`src/rtl/pwm_pkg.sv`:
```
// rtl/pwm_pkg.sv - shared types and width helpers for multi_pwm_fader
//
// Contents:
//   fsm_state_t  rainbow sequencer state (IDLE, SEED, HUE; the HUE index k
//                is held in a separate counter in the top level)
//   width_of(n)  bits needed to index 0..n-1, never less than 1
//   duty_max(r)  largest duty code for an r-bit PWM (2^r - 1)
package pwm_pkg;

  typedef enum logic [1:0] {
    ST_IDLE,
    ST_SEED,
    ST_HUE
  } fsm_state_t;

  function automatic int width_of(input int n);
    return (n > 1) ? $clog2(n) : 1;
  endfunction

  function automatic int duty_max(input int r);
    return (1 << r) - 1;
  endfunction

endpackage

```
`src/rtl/pwm_channel.sv`:
```
// rtl/pwm_channel.sv - one PWM channel: fade register, duty latch, gamma, comparator
//
// Optional feature macro: PWM_GAMMA_EN (square-law duty correction).
//
// Ports:
//   clk, rst_n  system clock, asynchronous active-low reset
//   step        fade step strobe; duty_cur moves 1 toward duty_tgt
//   boundary    PWM period boundary; latches the effective duty
//   cnt         shared PWM counter
//   tgt_we      load duty_tgt from tgt_val
//   tgt_val     new target duty
//   freeze      set duty_tgt to the value duty_cur takes this clock
//   pwm         registered PWM output
//   busy        duty_cur differs from duty_tgt
module pwm_channel
  import pwm_pkg::*;
#(
  parameter int R = 8
) (
  input  logic         clk,
  input  logic         rst_n,
  input  logic         step,
  input  logic         boundary,
  input  logic [R-1:0] cnt,
  input  logic         tgt_we,
  input  logic [R-1:0] tgt_val,
  input  logic         freeze,
  output logic         pwm,
  output logic         busy
);

  localparam logic [R-1:0] ONE = {{(R-1){1'b0}}, 1'b1};

  logic [R-1:0] duty_cur;
  logic [R-1:0] duty_tgt;
  logic [R-1:0] duty_act;
  logic [R-1:0] cur_next;
  logic [R-1:0] duty_eff;

  // Step compares against the registered target, so a write landing in the
  // same clock as a step only takes effect from the following clock.
  always_comb begin
    cur_next = duty_cur;
    if (step && (duty_cur < duty_tgt)) begin
      cur_next = duty_cur + ONE;
    end else if (step && (duty_cur > duty_tgt)) begin
      cur_next = duty_cur - ONE;
    end
  end

`ifdef PWM_GAMMA_EN
  logic [2*R-1:0] duty_sq;
  assign duty_sq  = {{R{1'b0}}, duty_cur} * {{R{1'b0}}, duty_cur};
  assign duty_eff = duty_sq[2*R-1:R];
`else
  assign duty_eff = duty_cur;
`endif

  always_ff @(posedge clk or negedge rst_n) begin
    if (!rst_n) begin
      duty_cur <= '0;
      duty_tgt <= '0;
      duty_act <= '0;
      pwm      <= 1'b0;
    end else begin
      duty_cur <= cur_next;
      // Freezing to cur_next (not duty_cur) keeps busy low even if a step
      // coincides with the freeze.
      if (tgt_we) begin
        duty_tgt <= tgt_val;
      end else if (freeze) begin
        duty_tgt <= cur_next;
      end
      if (boundary) begin
        duty_act <= duty_eff;
      end
      pwm <= (cnt < duty_act);
    end
  end

  assign busy = (duty_cur != duty_tgt);

endmodule

```
`src/rtl/multi_pwm_fader.sv`:
```
// rtl/multi_pwm_fader.sv - N-channel PWM with linear fade and rainbow sweep
//
// Optional feature macro: PWM_GAMMA_EN (square-law duty correction per channel).
//
// Ports:
//   clk, rst_n  system clock, asynchronous active-low reset
//   mode        0 = host-loaded targets, 1 = autonomous rainbow sweep
//   tgt_valid   target write request; tgt_ready = ~mode
//   tgt_ch      channel of the write (values >= N are accepted and dropped)
//   tgt_duty    target duty of the write
//   pwm_out     registered PWM outputs, one per channel
//   busy        per-channel fade in progress
//   sync_out    one-clock pulse when the PWM counter wraps to 0
module multi_pwm_fader
  import pwm_pkg::*;
#(
  parameter int N           = 3,
  parameter int R           = 8,
  parameter int DVSR        = 100,
  parameter int GRAD_THRESH = 1000
) (
  input  logic                 clk,
  input  logic                 rst_n,
  input  logic                 mode,
  input  logic                 tgt_valid,
  output logic                 tgt_ready,
  input  logic [$clog2(N)-1:0] tgt_ch,
  input  logic [R-1:0]         tgt_duty,
  output logic [N-1:0]         pwm_out,
  output logic [N-1:0]         busy,
  output logic                 sync_out
);

  localparam int CH_W   = width_of(N);
  localparam int PRE_W  = width_of(DVSR);
  localparam int STEP_W = width_of(GRAD_THRESH);
  localparam int HUE_W  = width_of(2 * N);
  localparam logic [R-1:0] DMAX = R'(duty_max(R));

  // HUE(2j) raises channel (j+1) mod N, HUE(2j+1) lowers channel j.
  function automatic int hue_channel(input int k);
    if ((k % 2) == 0) begin
      return ((k / 2) + 1) % N;
    end
    return k / 2;
  endfunction

  logic [PRE_W-1:0]  pre;
  logic [R-1:0]      cnt;
  logic [STEP_W-1:0] step_cnt;
  logic              tick;
  logic              boundary;
  logic              step;

  assign tick     = (pre == PRE_W'(DVSR - 1));
  assign boundary = tick && (cnt == DMAX);
  assign step     = (step_cnt == STEP_W'(GRAD_THRESH - 1));

  always_ff @(posedge clk or negedge rst_n) begin
    if (!rst_n) begin
      pre      <= '0;
      cnt      <= '0;
      step_cnt <= '0;
      sync_out <= 1'b0;
    end else begin
      pre      <= tick ? '0 : pre + PRE_W'(1);
      step_cnt <= step ? '0 : step_cnt + STEP_W'(1);
      if (tick) begin
        cnt <= cnt + R'(1);
      end
      sync_out <= boundary;
    end
  end

  // Rainbow sequencer
  fsm_state_t       state, state_nxt;
  logic [HUE_W-1:0] hue, hue_nxt;
  logic [CH_W-1:0]  cur_ch, nxt_ch;
  logic             seed;
  logic             hue_we;
  logic             freeze;

  always_ff @(posedge clk or negedge rst_n) begin
    if (!rst_n) begin
      state <= ST_IDLE;
      hue   <= '0;
    end else begin
      state <= state_nxt;
      hue   <= hue_nxt;
    end
  end

  always_comb begin
    state_nxt = state;
    hue_nxt   = hue;
    seed      = 1'b0;
    hue_we    = 1'b0;
    freeze    = 1'b0;
    nxt_ch    = '0;
    cur_ch    = CH_W'(hue_channel(int'(hue)));
    case (state)
      ST_IDLE: begin
        if (mode) begin
          state_nxt = ST_SEED;
          seed      = 1'b1;
        end
      end
      ST_SEED: begin
        if (!mode) begin
          state_nxt = ST_IDLE;
          freeze    = 1'b1;
        end else if (busy == '0) begin
          state_nxt = ST_HUE;
          hue_nxt   = '0;
          hue_we    = 1'b1;
        end
      end
      ST_HUE: begin
        if (!mode) begin
          state_nxt = ST_IDLE;
          freeze    = 1'b1;
        end else if (!busy[cur_ch]) begin
          hue_nxt = (hue == HUE_W'(2 * N - 1)) ? '0 : hue + HUE_W'(1);
          hue_we  = 1'b1;
        end
      end
      default: state_nxt = ST_IDLE;
    endcase
    // Target of the state being entered is loaded on the advance edge so
    // busy already reflects it on the first clock of the new state.
    nxt_ch = CH_W'(hue_channel(int'(hue_nxt)));
  end

  // Target write steering: host writes only exist with mode = 0, sequencer
  // writes only with mode = 1, so at most one source is active per channel.
  logic          wr_acc;
  logic [N-1:0]  ch_we;
  logic [R-1:0]  ch_val [N];

  assign tgt_ready = ~mode;
  assign wr_acc    = tgt_valid & tgt_ready;

  always_comb begin
    for (int i = 0; i < N; i++) begin
      ch_we[i]  = 1'b0;
      ch_val[i] = '0;
      if (wr_acc && (int'(tgt_ch) == i)) begin
        ch_we[i]  = 1'b1;
        ch_val[i] = tgt_duty;
      end else if (seed) begin
        ch_we[i]  = 1'b1;
        ch_val[i] = (i == 0) ? DMAX : '0;
      end else if (hue_we && (int'(nxt_ch) == i)) begin
        ch_we[i]  = 1'b1;
        ch_val[i] = hue_nxt[0] ? '0 : DMAX;
      end
    end
  end

  for (genvar i = 0; i < N; i++) begin : g_ch
    pwm_channel #(.R(R)) u_ch (
      .clk      (clk),
      .rst_n    (rst_n),
      .step     (step),
      .boundary (boundary),
      .cnt      (cnt),
      .tgt_we   (ch_we[i]),
      .tgt_val  (ch_val[i]),
      .freeze   (freeze),
      .pwm      (pwm_out[i]),
      .busy     (busy[i])
    );
  end

endmodule

```
`config.mk`:
```
export PLATFORM = sky130hd
export DESIGN_NAME = multi_pwm_fader
export DESIGN_NICKNAME = d
export VERILOG_FILES = /design/src/rtl/pwm_pkg.sv /design/src/rtl/pwm_channel.sv /design/src/rtl/multi_pwm_fader.sv
export SDC_FILE = /design/constraint.sdc
export NUM_CORES = 1
export LEC_CHECK = 0
export CAP_MARGIN = 5
export CORE_MARGIN = 2
export CORE_UTILIZATION = 51
export CTS_BUF_LIST = sky130_fd_sc_hd__clkbuf_16
export CTS_CLUSTER_SIZE = 12
export DETAILED_ROUTE_END_ITERATION = 10
export PLACE_DENSITY = 0.74
export SKIP_LAST_GASP = 1
export SYNTH_ARGS = -nofsm -noshare
export SYNTH_HDL_FRONTEND = slang
export SYNTH_SLANG_ARGS = --single-unit
```
`constraint.sdc`:
```
create_clock -name clk -period 5.1 [get_ports clk]
set_input_delay 1.02 -clock clk [delete_from_list [all_inputs] [get_ports clk]]
set_output_delay 1.02 -clock clk [all_outputs]
set_load 0.01 [all_outputs]
```
# Word-level counts from Yosys, hierarchy flattened
# Cells that the tools add are included.
[word_totals]
register_bits = 106
out_inout_bits = 8
[op_classes]
n_bitwise = 2
n_reduce_logical = 24
n_eq_ne = 16
muxes = 61
div_mod_pow = 2
magnitude_cmp = 10
n_addsub = 12
[ops]
columns = ["operator", "count"]
rows = [
  ["$mux 8", 22],
  ["$logic_not 32->1", 2],
  ["$mod 32x3->32 const B", 2],
  ["$lt 8x8->1", 6],
  ["$add 8x1->8 const B", 4],
  ["$gt 8x8->1", 3],
  ["$ne 8x8->1", 3],
  ["$sub 8x1->8 const B", 3],
  ["$mux 1", 20],
  ["$mux 2", 8],
  ["$mux 3", 5],
  ["$logic_and 1x1->1", 13],
  ["$add 10x1->10 const B", 1],
  ["$eq 10x10->1 const B", 1],
  ["$eq 2x2->1 const B", 5],
  ["$mux 10", 1],
  ["$eq 8x8->1 const B", 1],
  ["$add 7x1->7 const B", 1],
  ["$eq 7x7->1 const B", 1],
  ["$mux 7", 1],
  ["$add 2x1->3 const B", 2],
  ["$logic_not 2->1", 3],
  ["$pmux 2 s3", 1],
  ["$pmux 3 s2", 1],
  ["other kinds (14)", 17],
]

# Longest topological paths before layout
[logic_depth]
depth_word = 19
mapped_depth = 16
mapped_depth_nobuf = 14

# Modules after synthesis
# From an unflattened synthesis, not the netlist that was laid out.
[hier_totals]
cells_unflattened = 787
hier_area_um2 = 7003.0
[modules_own_cells]
columns = ["mod", "area_each_um2", "seq_area_each_um2", "cells_per_inst", "n_inst"]
rows = [
  ["pwm_channel", 1661.6, 625.6, 183, 3],
  ["multi_pwm_fader", 2018.2, 775.7, 238, 1],
]

# Worst setup path before layout
# No wires, ideal clock.
[synth_path]
path_type = "input-to-reg"
start = "in mode"
end = "reg g_ch[0].u_ch.duty_tgt[0]"
t_required_ns = 4.976
setup_ns = 0.124
cell_stages = 13
slack_ns = 1.774
arrival_time_ns = 3.202
n_path_buf = 2
cell_sequence = "buf_2 nand2_1 nor3_1 a21boi_1 o21ai_0 o21ai_0 ha_1 nor2_1 a32o_1 buf_2 a211oi_4 nand2_2 a2bb2oi_1"
[synth_between]
elab_chain_cells = 12
[synth_lines]
columns = ["element", "line", "text"]
rows = [
  ["start: declaration", "multi_pwm_fader.sv:24", "input logic mode,"],
  ["$mux 3 (on tied branches)", "multi_pwm_fader.sv:119, multi_pwm_fader.sv:109", ""],
  ["$pmux 3 s2", "multi_pwm_fader.sv:101", "case (state)"],
  ["$add 2x1->3", "multi_pwm_fader.sv:43", "return ((k / 2) + 1) % N;"],
  ["$mod 32x3->32", "multi_pwm_fader.sv:43", ""],
  ["$mux 2", "multi_pwm_fader.sv:42", "if ((k % 2) == 0) begin"],
  ["$mux 2", "multi_pwm_fader.sv:45", "return k / 2;"],
  ["$logic_not 2->1", "multi_pwm_fader.sv:153", "end else if (hue_we && (int'(nxt_ch) == i)) begin"],
  ["$logic_and 1x1->1", "multi_pwm_fader.sv:153", ""],
  ["$mux 8 / $mux 1 (equally long branches)", "multi_pwm_fader.sv:153", ""],
  ["$mux 8 / $mux 1 (equally long branches)", "multi_pwm_fader.sv:150", "end else if (seed) begin"],
  ["$mux 8 / $mux 1 (equally long branches)", "multi_pwm_fader.sv:147", "if (wr_acc && (int'(tgt_ch) == i)) begin"],
  ["$mux 8 / $reduce_bool 2->1 (equally long branches)", "n/a", ""],
  ["end signal: assignment", "pwm_channel.sv:70", "duty_tgt <= tgt_val;"],
  ["end signal: assignment", "pwm_channel.sv:72", "duty_tgt <= cur_next;"],
  ["end: declaration", "pwm_channel.sv:35", "logic [R-1:0] duty_tgt;"],
]
# Several ways; a longest one is shown, not always the timed one.
# A chain may end at the register's enable or synchronous reset.

# Worst setup path after layout
[layout_path]
start = "reg g_ch[2].u_ch.duty_cur[0]"
end = "reg g_ch[0].u_ch.duty_tgt[3]"
[layout_between]
elab_chain_cells = 16
[layout_lines]
columns = ["element", "line", "text"]
rows = [
  ["start: declaration", "pwm_channel.sv:34", "logic [R-1:0] duty_cur;"],
  ["start signal: assignment", "pwm_channel.sv:66", "duty_cur <= cur_next;"],
  ["$ne 8x8->1 (*)", "pwm_channel.sv:81", "assign busy = (duty_cur != duty_tgt);"],
  ["$bmux 1 s2", "multi_pwm_fader.sv:122", "end else if (!busy[cur_ch]) begin"],
  ["$mux 1 (not written as such)", "multi_pwm_fader.sv:122", ""],
  ["$mux 3", "multi_pwm_fader.sv:122", ""],
  ["$mux 3", "multi_pwm_fader.sv:119", "if (!mode) begin"],
  ["$pmux 3 s2", "multi_pwm_fader.sv:101", ""],
  ["$add 2x1->3", "multi_pwm_fader.sv:43", ""],
  ["$mod 32x3->32", "multi_pwm_fader.sv:43", ""],
  ["$mux 2", "multi_pwm_fader.sv:42", ""],
  ["$mux 2", "multi_pwm_fader.sv:45", ""],
  ["$logic_not 2->1", "multi_pwm_fader.sv:153", ""],
  ["$logic_and 1x1->1", "multi_pwm_fader.sv:153", ""],
  ["$mux 8 / $mux 1 (equally long branches)", "multi_pwm_fader.sv:153", ""],
  ["$mux 8 / $mux 1 (equally long branches)", "multi_pwm_fader.sv:150", ""],
  ["$mux 8 / $mux 1 (equally long branches)", "multi_pwm_fader.sv:147", ""],
  ["$mux 8 / $reduce_bool 2->1 (equally long branches)", "n/a", ""],
]
# Every way passes the cells marked *; elsewhere a longest branch is shown, timed or not. The select of a mux whose other input is x is not followed.

==> impl_metrics.toml <==
[outcome]
status = "completed"

[layout]
nNetsFinal = 800
area_growth_syn_to_layout_pct = 8.63
drive_gt1_share_pct = 6.42
fill_cells = 1083
num_antenna_cells = 0

[floorplan]
boundaryPins = 22
die-height_um = 118
start_util_pct = 52.5
core-area_mm2 = 0.0127
dieArea_mm2 = 0.0140
row_count = 41
fp.dieW_um = 118

[route]
wire_per_inst_um = 16.2
drt_iter0_drc = 373
antenna_left = 0
vias = 5244
vias_per_cell = 5.80
drt_pre_antenna_iters = 5
drc = 0
wirelength_mm = 14.6

[setup_path]
worst-endpoint-required_ns = 5.34
crit_fanout = 10
worst-path-buf-inv = 1
cp_top_family = "compound AO/OA/AOI/OAI gates"
crit_type = "reg -> reg"
cpPeakStageDelay_ns = 0.47
critPathCaptureType = "flip-flop"
slowest_stage = "dfrtp_1"
arrival_ns = 4.21
reg2reg_slack_ns = 1.13
critPathLaunchType = "flip-flop"
cp_cell_sequence = "inv_1 -> ha_1 -> nand4_1 -> o22ai_2 -> and4_1 -> a21oi_1 -> o21ai_0 -> o21ai_0 -> ha_1 -> nor2_1 -> a32o_1 -> a211oi_4 -> nand2_2 -> a2bb2oi_1"

[job]
cap_violations = 0

[timing]
rsz0062_at_grt = "no"
fin_skew_ns = 0.00873
min_period_over_period_pct = 77.8
slew_violations = 0
relSlewSlack_pct = 21.9
fin_setup_tns_ns = 0
period_needed_ns = 3.97
setup-violations-final = 0
hold_viol = 0
tightest_slew_ns = 1.16
fmax_mhz = 252

[synth]
syn_inst = 723
async_flop_share_pct = 100
synthFlopType = "dfrtp_1"
yosysWarnings = 0
ys_seq_area_share_pct = 39.9
yosysUniqueCellTypes = 67
syn_area_per_cell_um2 = 9.20
synth_enable_flop_cells = 0
synthesis.nets = 796
ys_ff_latch = 106
netlist_area_mm2 = 0.00665

[global_route]
antenna_found_initial = 0
grt_pass1_wl_mm = 25.4
grt_max_degree = 83
gr-total-overflow = 0
grt_pass1_vias = 5250
gr-usage-all-layers_pct = 22.5

[hold_path]
hold_path_class = "reg -> reg"

[pwr]
power_switching_uw = 667
seq_power_share_pct = 44.7
combPwrFrac_pct = 24.2
pwr-share-clk_pct = 31.1
p_sw_share_pct = 31.6
finalPower_uw = 2110
intPower_uw = 1450
vdd.ir_drop.worst_mv = 0.218
p_leak_uw = 0.00322
powerDensity_mw_per_mm2 = 292

[placement]
io_buffer_count = 21
gp_congestion = 0.943
dp_hpwl_mm = 11.1

[clock_network]
cts_root_buf = "clkbuf_16"
htreeDepth = 3
cts_sinks = 106
post_cts_buffers = 0
clk_path_buf_depth = 2
hold_buffers = 0
ctsResizeCount = 0
clkTransAtPathRegs_ns = 0.07
cts_buffers = 9
clk_latency_ns = 0.36
cts_tree = "yes"
layer usage:
| layer | share of wire (%) | up-vias | track usage [%] |
|---|---|---|---|
| met3 | 4.1 | 33 | 3.72 |
| met1 | 46 | 2523 | 29.1 |
| met2 | 47 | 131 | 37.2 |
| li1 | - | 2557 | - |
| met5 | 0 | - | 0 |
| met4 | 2.8 | 0 | 9.34 |
worst paths after layout:
path | start | end | cells past startpoint
worst max-delay path | g_ch[2].u_ch.duty_cur[0] | g_ch[0].u_ch.duty_tgt[3] | 14
worst min register to register | step_cnt[9] | step_cnt[9] | 1
worst min-delay path | step_cnt[9] | step_cnt[9] | 1
min in group asynchronous | rst_n | step_cnt[5] | 1
worst max register to register | g_ch[2].u_ch.duty_cur[0] | g_ch[0].u_ch.duty_tgt[3] | 14
max in group asynchronous | rst_n | g_ch[1].u_ch.duty_tgt[1] | 2
synth_stat cells (all sizes together), types with 2 or more instances:
cell	instances	share of area (%)
a211o	3	0.39
a211oi	5	0.94
a21o	10	1.1
a21oi	50	3.8
a22oi	2	0.23
a2bb2oi	7	0.92
a32oi	3	0.39
a41oi	4	0.53
and2	6	0.60
and3	7	0.66
and3b	2	0.26
buf	17	1.5
clkbuf	14	0.79
dfrtp	106	40
ha	59	11
inv	64	3.6
mux2	5	0.85
mux2i	15	2.3
nand2	76	4.3
nand2b	4	0.38
nand3	27	2.0
nand4	18	1.8
nand4b	5	0.66
nor2	39	2.2
nor2b	9	0.85
nor3	16	1.3
nor3b	6	1.1
nor4	2	0.41
o211a	2	0.30
o211ai	12	1.4
o21a	2	0.23
o21ai	60	4.5
o221ai	2	0.26
o22ai	3	0.56
o2bb2ai	3	0.39
o31ai	4	0.45
or2	2	0.19
xnor2	19	2.5
xor2	18	2.4
through the flow:
stage	cells	hold WS, ns	setup WS (ns)	cell area (um2)	utilization, %
after floorplan	723	0.437	1.77	6650	-
after global placement	888	0.458	1.01	6950	54.8
after detailed placement	888	0.469	0.895	6950	54.8
after CTS	904	0.479	1.20	7230	57.0
after global routing	904	0.493	0.897	7230	57.0
final	904	0.477	1.13	7230	57.0
power groups by stage:
stage	Combinational, uW	Clock, uW	Sequential [uW]
2_1_floorplan	383	0	947
3_3_place_gp	482	0	958
3_5_place_dp	508	0	959
4_1_cts	511	680	943
5_1_grt	577	710	952
6_report	511	658	945
cell type report:
type	count	area, um2	share of cell area (%)
multi-input combinational	522	3610	50.0
sequential	106	2650	36.7
tap	172	215	2.98
clock buffer	9	225	3.12
clock inverter	7	53.8	0.744
inverter	64	240	3.32
timing repair buffer	24	230	3.19
registers in the layout, summed over array words and instances, names as in the netlist:
name                count
g_ch.u_ch.duty_tgt     24
g_ch.u_ch.pwm           3
g_ch.u_ch.duty_act     24
hue                     3
pre                     7
g_ch.u_ch.duty_cur     24
cnt                     8
sync_out                1
state                   2
step_cnt               10
layout by cell type, fill, tap and decap left out, types with 18 or more instances in the layout:
master / count
a21oi_1: 49
clkdlybuf4s50_1: 20
dfrtp_1: 106
ha_1: 59
inv_1: 63
nand2_1: 75
nand3_1: 27
nor2_1: 38
o21ai_0: 39
o21ai_1: 21
xnor2_1: 19
xor2_1: 18
worst register-to-register path: stages (launching register included):
cell and delay (ns):
dfrtp_1 0.47, inv_1 0.13, ha_1 0.29, nand4_1 0.28, o22ai_2 0.32, and4_1 0.32
a21oi_1 0.13, o21ai_0 0.23, o21ai_0 0.13, ha_1 0.35, nor2_1 0.06, a32o_1 0.36
a211oi_4 0.39, nand2_2 0.18, a2bb2oi_1 0.19
cells by family (layout without fill, tap and decap cells):
group / after synthesis / in the layout / share of synthesized area, %
and+or+nand+nor: 226 / 226 / 17.6
xor gates and xnor gates: 37 / 37 / 4.87
buffers and inverters: 95 / 104 / 5.90
adders and majority gates: 59 / 59 / 11.1
muxes: 20 / 20 / 3.10
DFF: 106 / 106 / 39.9
AOI/OAI and AO/OA: 180 / 180 / 17.5
Power figures use the tool's default switching activity.
